File: src/rtl/chebyshev_pkg.sv
// chebyshev_pkg: state encoding and coefficient-address helpers shared by the Chebyshev sequencer.
package chebyshev_pkg;

    localparam logic [1:0] ST_IDLE  = 2'd0;
    localparam logic [1:0] ST_ISSUE = 2'd1;
    localparam logic [1:0] ST_WAIT  = 2'd2;
    localparam logic [1:0] ST_DONE  = 2'd3;

    // Segment index occupies the MSBs of the ROM address, degree index the LSBs.
    localparam bit ADDR_SEG_IN_MSB = 1'b1;

    function automatic int seg_bits_f(input int s);
        return (s < 2) ? 1 : $clog2(s);
    endfunction

    function automatic int k_bits_f(input int degree);
        return (degree < 1) ? 1 : $clog2(degree + 1);
    endfunction

    function automatic int coeff_addr_f(input int seg, input int k, input int sb, input int kb);
        return ADDR_SEG_IN_MSB ? ((seg << kb) | k) : ((k << sb) | seg);
    endfunction

endpackage

File: src/rtl/chebyshev_step_timer.sv
// chebyshev_step_timer: loadable down-counter pacing each recurrence step; flags zero.
module chebyshev_step_timer #(
    parameter int W = 2
) (
    input  logic         clock,
    input  logic         resetn,
    input  logic         load_i,
    input  logic [W-1:0] load_val_i,
    output logic         zero_o
);

    logic [W-1:0] cnt_q, cnt_d;

    always_comb cnt_d = load_i ? load_val_i : ((cnt_q != '0) ? cnt_q - W'(1) : cnt_q);

    always_ff @(posedge clock or negedge resetn) begin
        if (!resetn) cnt_q <= '0;
        else         cnt_q <= cnt_d;
    end

    assign zero_o = (cnt_q == '0);

endmodule

File: src/rtl/chebyshev_sequencer.sv
// chebyshev_sequencer: sequences one Clenshaw evaluation per sample over the shared datapath.
// Optional CHEB_SEQ_PERF_CNT_EN adds saturating busy_cycles / samples_done counters.
module chebyshev_sequencer
    import chebyshev_pkg::*;
#(
    parameter int WL       = 16,
    parameter int I_BITS   = 2,
    parameter int S        = 8,
    parameter int DEGREE   = 4,
    parameter int COMP_LAT = 2,
    parameter int O_BITS   = 16,
    localparam int SEG_BITS = seg_bits_f(S),
    localparam int K_BITS   = k_bits_f(DEGREE),
    localparam int AW       = SEG_BITS + K_BITS,
    localparam int XW       = WL - I_BITS
) (
    input  logic              clock,
    input  logic              resetn,
    input  logic              in_valid,
    output logic              in_ready,
    input  logic [WL-1:0]     data_in,
    output logic [AW-1:0]     coeff_addr,
    output logic              coeff_rd_en,
    output logic [XW-1:0]     comp_x,
    output logic              comp_clear,
    output logic              comp_step,
    output logic              comp_last,
    input  logic [O_BITS-1:0] comp_result,
    output logic              out_valid,
    input  logic              out_ready,
`ifdef CHEB_SEQ_PERF_CNT_EN
    output logic [31:0]       busy_cycles,
    output logic [31:0]       samples_done,
`endif
    output logic [O_BITS-1:0] data_out
);

    localparam int T_BITS = $clog2(COMP_LAT + 1);

    logic [1:0]          state_q, state_d;
    logic [SEG_BITS-1:0] seg_q, seg_d;
    logic [K_BITS-1:0]   k_q, k_d;
    logic [XW-1:0]       x_q, x_d;
    logic [O_BITS-1:0]   res_q, res_d;
    logic                first_q;
    logic                tmr_zero, accept, handshake;
    logic [T_BITS-1:0]   tmr_load_val;

    assign handshake = (state_q == ST_DONE) && out_ready;
    assign in_ready  = (state_q == ST_IDLE) || handshake;
    assign accept    = in_valid && in_ready;

    // Final step waits one extra cycle so the rounding stage has settled before capture.
    assign tmr_load_val = (k_q == '0) ? T_BITS'(COMP_LAT) : T_BITS'(COMP_LAT - 1);

    chebyshev_step_timer #(.W(T_BITS)) u_timer (
        .clock      (clock),
        .resetn     (resetn),
        .load_i     (state_q == ST_ISSUE),
        .load_val_i (tmr_load_val),
        .zero_o     (tmr_zero)
    );

    always_comb begin
        state_d = state_q;
        seg_d   = seg_q;
        k_d     = k_q;
        x_d     = x_q;
        res_d   = res_q;
        if (accept) begin
            x_d     = data_in[XW-1:0];
            seg_d   = data_in[XW-1 -: SEG_BITS];
            k_d     = K_BITS'(DEGREE);
            state_d = ST_ISSUE;
        end else if (handshake) begin
            state_d = ST_IDLE;
        end else if (state_q == ST_ISSUE) begin
            state_d = ST_WAIT;
        end else if (state_q == ST_WAIT && tmr_zero) begin
            if (k_q != '0) begin
                k_d     = k_q - K_BITS'(1);
                state_d = ST_ISSUE;
            end else begin
                res_d   = comp_result;
                state_d = ST_DONE;
            end
        end
    end

    always_ff @(posedge clock or negedge resetn) begin
        if (!resetn) begin
            state_q <= ST_IDLE;
            seg_q   <= '0;
            k_q     <= K_BITS'(DEGREE);
            x_q     <= '0;
            res_q   <= '0;
            first_q <= 1'b0;
        end else begin
            state_q <= state_d;
            seg_q   <= seg_d;
            k_q     <= k_d;
            x_q     <= x_d;
            res_q   <= res_d;
            first_q <= (state_q == ST_ISSUE);
        end
    end

    assign coeff_rd_en = (state_q == ST_ISSUE);
    assign coeff_addr  = coeff_rd_en ? AW'(coeff_addr_f(int'(seg_q), int'(k_q), SEG_BITS, K_BITS)) : '0;
    assign comp_step   = (state_q == ST_WAIT) && first_q;
    assign comp_clear  = comp_step && (k_q == K_BITS'(DEGREE));
    assign comp_last   = comp_step && (k_q == '0);
    assign comp_x      = x_q;
    assign out_valid   = (state_q == ST_DONE);
    assign data_out    = res_q;

`ifdef CHEB_SEQ_PERF_CNT_EN
    logic [31:0] busy_q, done_q;

    always_ff @(posedge clock or negedge resetn) begin
        if (!resetn) begin
            busy_q <= '0;
            done_q <= '0;
        end else begin
            if (state_q != ST_IDLE && !(&busy_q)) busy_q <= busy_q + 32'd1;
            if (handshake && !(&done_q))          done_q <= done_q + 32'd1;
        end
    end

    assign busy_cycles  = busy_q;
    assign samples_done = done_q;
`endif

endmodule

File: config.mk
export PLATFORM = sky130hd
export DESIGN_NAME = chebyshev_sequencer
export DESIGN_NICKNAME = d
export VERILOG_FILES = /design/src/rtl/chebyshev_pkg.sv /design/src/rtl/chebyshev_step_timer.sv /design/src/rtl/chebyshev_sequencer.sv
export SDC_FILE = /design/constraint.sdc
export NUM_CORES = 1
export LEC_CHECK = 0
export ABC_AREA = 1
export CAP_MARGIN = 0
export CORE_ASPECT_RATIO = 2
export CORE_MARGIN = 10
export CORE_UTILIZATION = 37
export CTS_CLUSTER_DIAMETER = 50
export CTS_CLUSTER_SIZE = 20
export DETAILED_ROUTE_END_ITERATION = 10
export GPL_TIMING_DRIVEN = 0
export PLACE_DENSITY = 0.76
export REMOVE_ABC_BUFFERS = 1
export SETUP_SLACK_MARGIN = 0.5
export SLEW_MARGIN = 10
export SYNTH_ARGS = -nofsm -noshare
export SYNTH_HDL_FRONTEND = slang
export SYNTH_SLANG_ARGS = --single-unit
File: constraint.sdc
create_clock -name clock -period 1.4 [get_ports clock]
set_input_delay 0.28 -clock clock [delete_from_list [all_inputs] [get_ports clock]]
set_output_delay 0.28 -clock clock [all_outputs]
set_load 0.005 [all_outputs]
==> impl_metrics.toml <==
[status]
outcome = "complete, but fails checks"
violations = "hold timing, setup timing"

[final_layout]
synthToLayoutAreaGrowth_pct = 96.07
fillers = 284
nNetsFinal = 368
instances_no_fill = 385
drive_above_1_share_pct = 55.45
regArea_um2 = 953.4
multi_input_area_um2 = 993.5

[clock_network]
cts_tree = "built"
clkTransAtPathRegs_ps = 80
numCtsBuffers = 5
clock_latency_ps = 300
h-tree-depth = 2
clock_path_buffers = 2
root_buffer = "clkbuf_8"
clock-sinks = 38

[detailed_routing]
met2_length_um = 4149
routedLengthMet1_um = 2183
highest_layer = "met4"
drc = 0
met3_length_um = 259
viasPerCell = 4.883
routed_wl_um = 6845
wire_per_inst_um = 17.78
vias = 1880
dr.pass1.iters = 4
antenna_left = 0
drtIter0Drc = 99

[sta]
clock_skew_ps = 9.108
slew_violations = 0
setup_violations = 46
worst_slew_pin_slew_ps = 762.2
holdWs_ps = -90.82
clock.fmax_mhz = 607.3
rsz0062_at_grt = "yes"
tns_ps = -3389
finalCritPeriodShare_pct = 117.6
fin_crit_ps = 1647
fin_ws_ps = -246.6
max_slew_margin_pct = 49.19
finalHoldViolations = 15

[hold_path]
min_path_type = "input port to asynchronous set/reset pin"

[die]
die_h_um = 115.4
die-area_mm2 = 0.007819
core_mm2 = 0.004382
io_pins = 78
num_rows = 34
die_w_um = 67.73
start_util_pct = 38.46

[grt]
antenna_found_initial = 1
grt_max_degree = 24
grt_util_all_layers_pct = 16.30
grt_pass1_wl_um = 9653
grt_overflow_total = 0
grt_pass1_vias = 1900

[pwr]
seq_power_share_pct = 26.5
p_sw_share_pct = 40.02
p_switching_mw = 3.051
clockPowerShare_pct = 10.5
vdd_drop_max_v = 0.001692
combPwrFrac_pct = 62.9
p_leak_nw = 1.765
cellPowerDensity_mw_per_mm2 = 2307
internal_power_mw = 4.572

[worst_setup_path]
end_kind = "output port"
cp.arrival_ps = 1370
cp-start-kind = "register"
crit_type = "register to output port"
rr_endpoint = "data_out[13]"
timing.rr.start = "k_q[0]"
worstRegToRegCells = 9
crit_end = "coeff_addr[2]"
cp_data_required_time_ps = 1120
cp-startpoint = "state_q[1]"
reg2reg_slack_ps = -80
crit_fanout = 7

[yosys]
yosysWarnings = 0
ys_ff_latch = 38
synth.distinct_cells = 25
syn_inst = 200
syn-cell-area_mm2 = 0.001685
avgSynthCellArea_um2 = 8.427
ys_seq_area_share_pct = 56.50

[run]
cap_viol_max_count = 0

[placed_design]
io_buffers = 75
gp_congestion = 0.7770
place.detailed.hpwl_um = 3780
dp.cells = 323
dp_slack_ps = -615.0
## worst max-delay path: stages (launching register included)
cell,delay (ps)
dfrtp_1,410
inv_2,110
buf_6,110
nand2_4,50
buf_6,140
nor2_1,110
buf_2,130
## synth_stat cells
library cell / number / area (um2)
a21oi_1: 2 / 10.01
buf_6: 2 / 22.52
nor2_1: 10 / 37.54
o211ai_1: 1 / 7.510
clkinv_2: 1 / 5.000
xor2_1: 1 / 8.760
nand3_1: 22 / 110.1
or2_2: 1 / 6.260
dfstp_2: 1 / 26.28
buf_2: 2 / 10.01
o21a_1: 1 / 7.510
nand2_1: 89 / 334.1
dfrtp_1: 37 / 925.9
or2_0: 1 / 6.260
nor3_1: 1 / 5.000
inv_2: 1 / 3.750
buf_4: 1 / 7.510
clkbuf_1: 2 / 7.510
inv_1: 15 / 56.30
ha_1: 3 / 37.54
nand3_2: 1 / 10.01
nor2_4: 1 / 11.26
nand2_2: 2 / 12.51
xnor2_1: 1 / 8.760
o21bai_1: 1 / 7.510
## flip-flops by register name (all words and copies together), names as in the netlist
| name | cells |
|---|---|
| first_q | 1 |
| data_out | 16 |
| u_timer.cnt_q | 2 |
| k_q | 3 |
| state_q | 2 |
| seg_q | 3 |
| comp_x | 11 |
## worst min-delay path by stage
stage	from	to	slack, ps	cells after the start
finish	resetn	data_out[9]	-90	1
global route	resetn	data_out[9]	-80	1
CTS	resetn	data_out[9]	-90	1
detailed placement	resetn	data_out[9]	240	1
global placement	comp_x[2]	comp_x[2]	450	2
floorplan	resetn	comp_x[0]	-20	0
## area by class of cell
| type | instances | area share [%] |
|---|---|---|
| Inverter | 17 | 2.461 |
| Sequential cell | 38 | 28.85 |
| Clock inverter | 1 | 0.1515 |
| Antenna cell | 1 | 0.07573 |
| Clock buffer | 7 | 2.613 |
| Tap cell | 54 | 2.045 |
| Timing Repair Buffer | 125 | 33.24 |
| Multi-Input combinational cell | 141 | 30.06 |
| Timing Repair inverter | 1 | 0.4922 |
## metrics by stage
| stage | power, mW | area (um2) | utilization, % |
|---|---|---|---|
| final | 7.622 | 3304 | 75.41 |
| after global routing | 8.062 | 3304 | 75.41 |
| after CTS | 6.570 | 2923 | 66.70 |
| after detailed placement | 4.735 | 2479 | 56.57 |
| after global placement | 4.658 | 2456 | 56.05 |
| after floorplan | 3.177 | 1638 | - |
## power by group through the flow
stage | registers, mW | clock network (mW) | logic, mW
2_1_floorplan | 2.01 | 0 | 1.17
3_3_place_gp | 1.98 | 0 | 2.68
3_5_place_dp | 2.00 | 0 | 2.73
4_1_cts | 1.98 | 0.809 | 3.78
5_1_grt | 2.08 | 0.878 | 5.10
6_report | 2.02 | 0.803 | 4.80
## per-layer routing
layer / vias to the layer above / track usage [%]
met1: 925 / 15.25
met5: - / 0
met3: 13 / 3.095
met4: 0 / 10.47
met2: 59 / 30.18
li1: 883 / -
## cells by family (layout without fill, tap and decap cells)
family          count (synthesis)  after routing  synth area share [%]
compound gates                  5              5                 1.931
xor+xnor                        2              2                 1.040
fa+ha+maj                       3              3                 2.227
buf+inv                        24            151                 6.681
flops                          38             38                 56.50
other cells                     0              1                     0
simple gates                  128            131                 31.63
## cell usage in the layout (no fill, tap or decap), types with 5 or more instances in the layout
master           count
nand2_1             50
buf_2               40
dfrtp_1             36
clkdlybuf4s50_1     31
buf_4               30
nand2_2             25
nand2_4             16
buf_6               14
nand3_2             12
inv_1                9
nand3_1              9
clkbuf_8             6
inv_2                5
## timing repair
| item | in CTS | in global routing |
|---|---|---|
| endpoints found under the hold margin | 15 | 15 |
| pin swaps | 12 | 30 |
| buffers inserted | 26 | 20 |
| gates cloned | 6 | 1 |
| setup endpoints to repair | 80 | 79 |
| gates resized for setup | 231 | 64 |
Note: power is estimated with default switching activity, not from simulation.
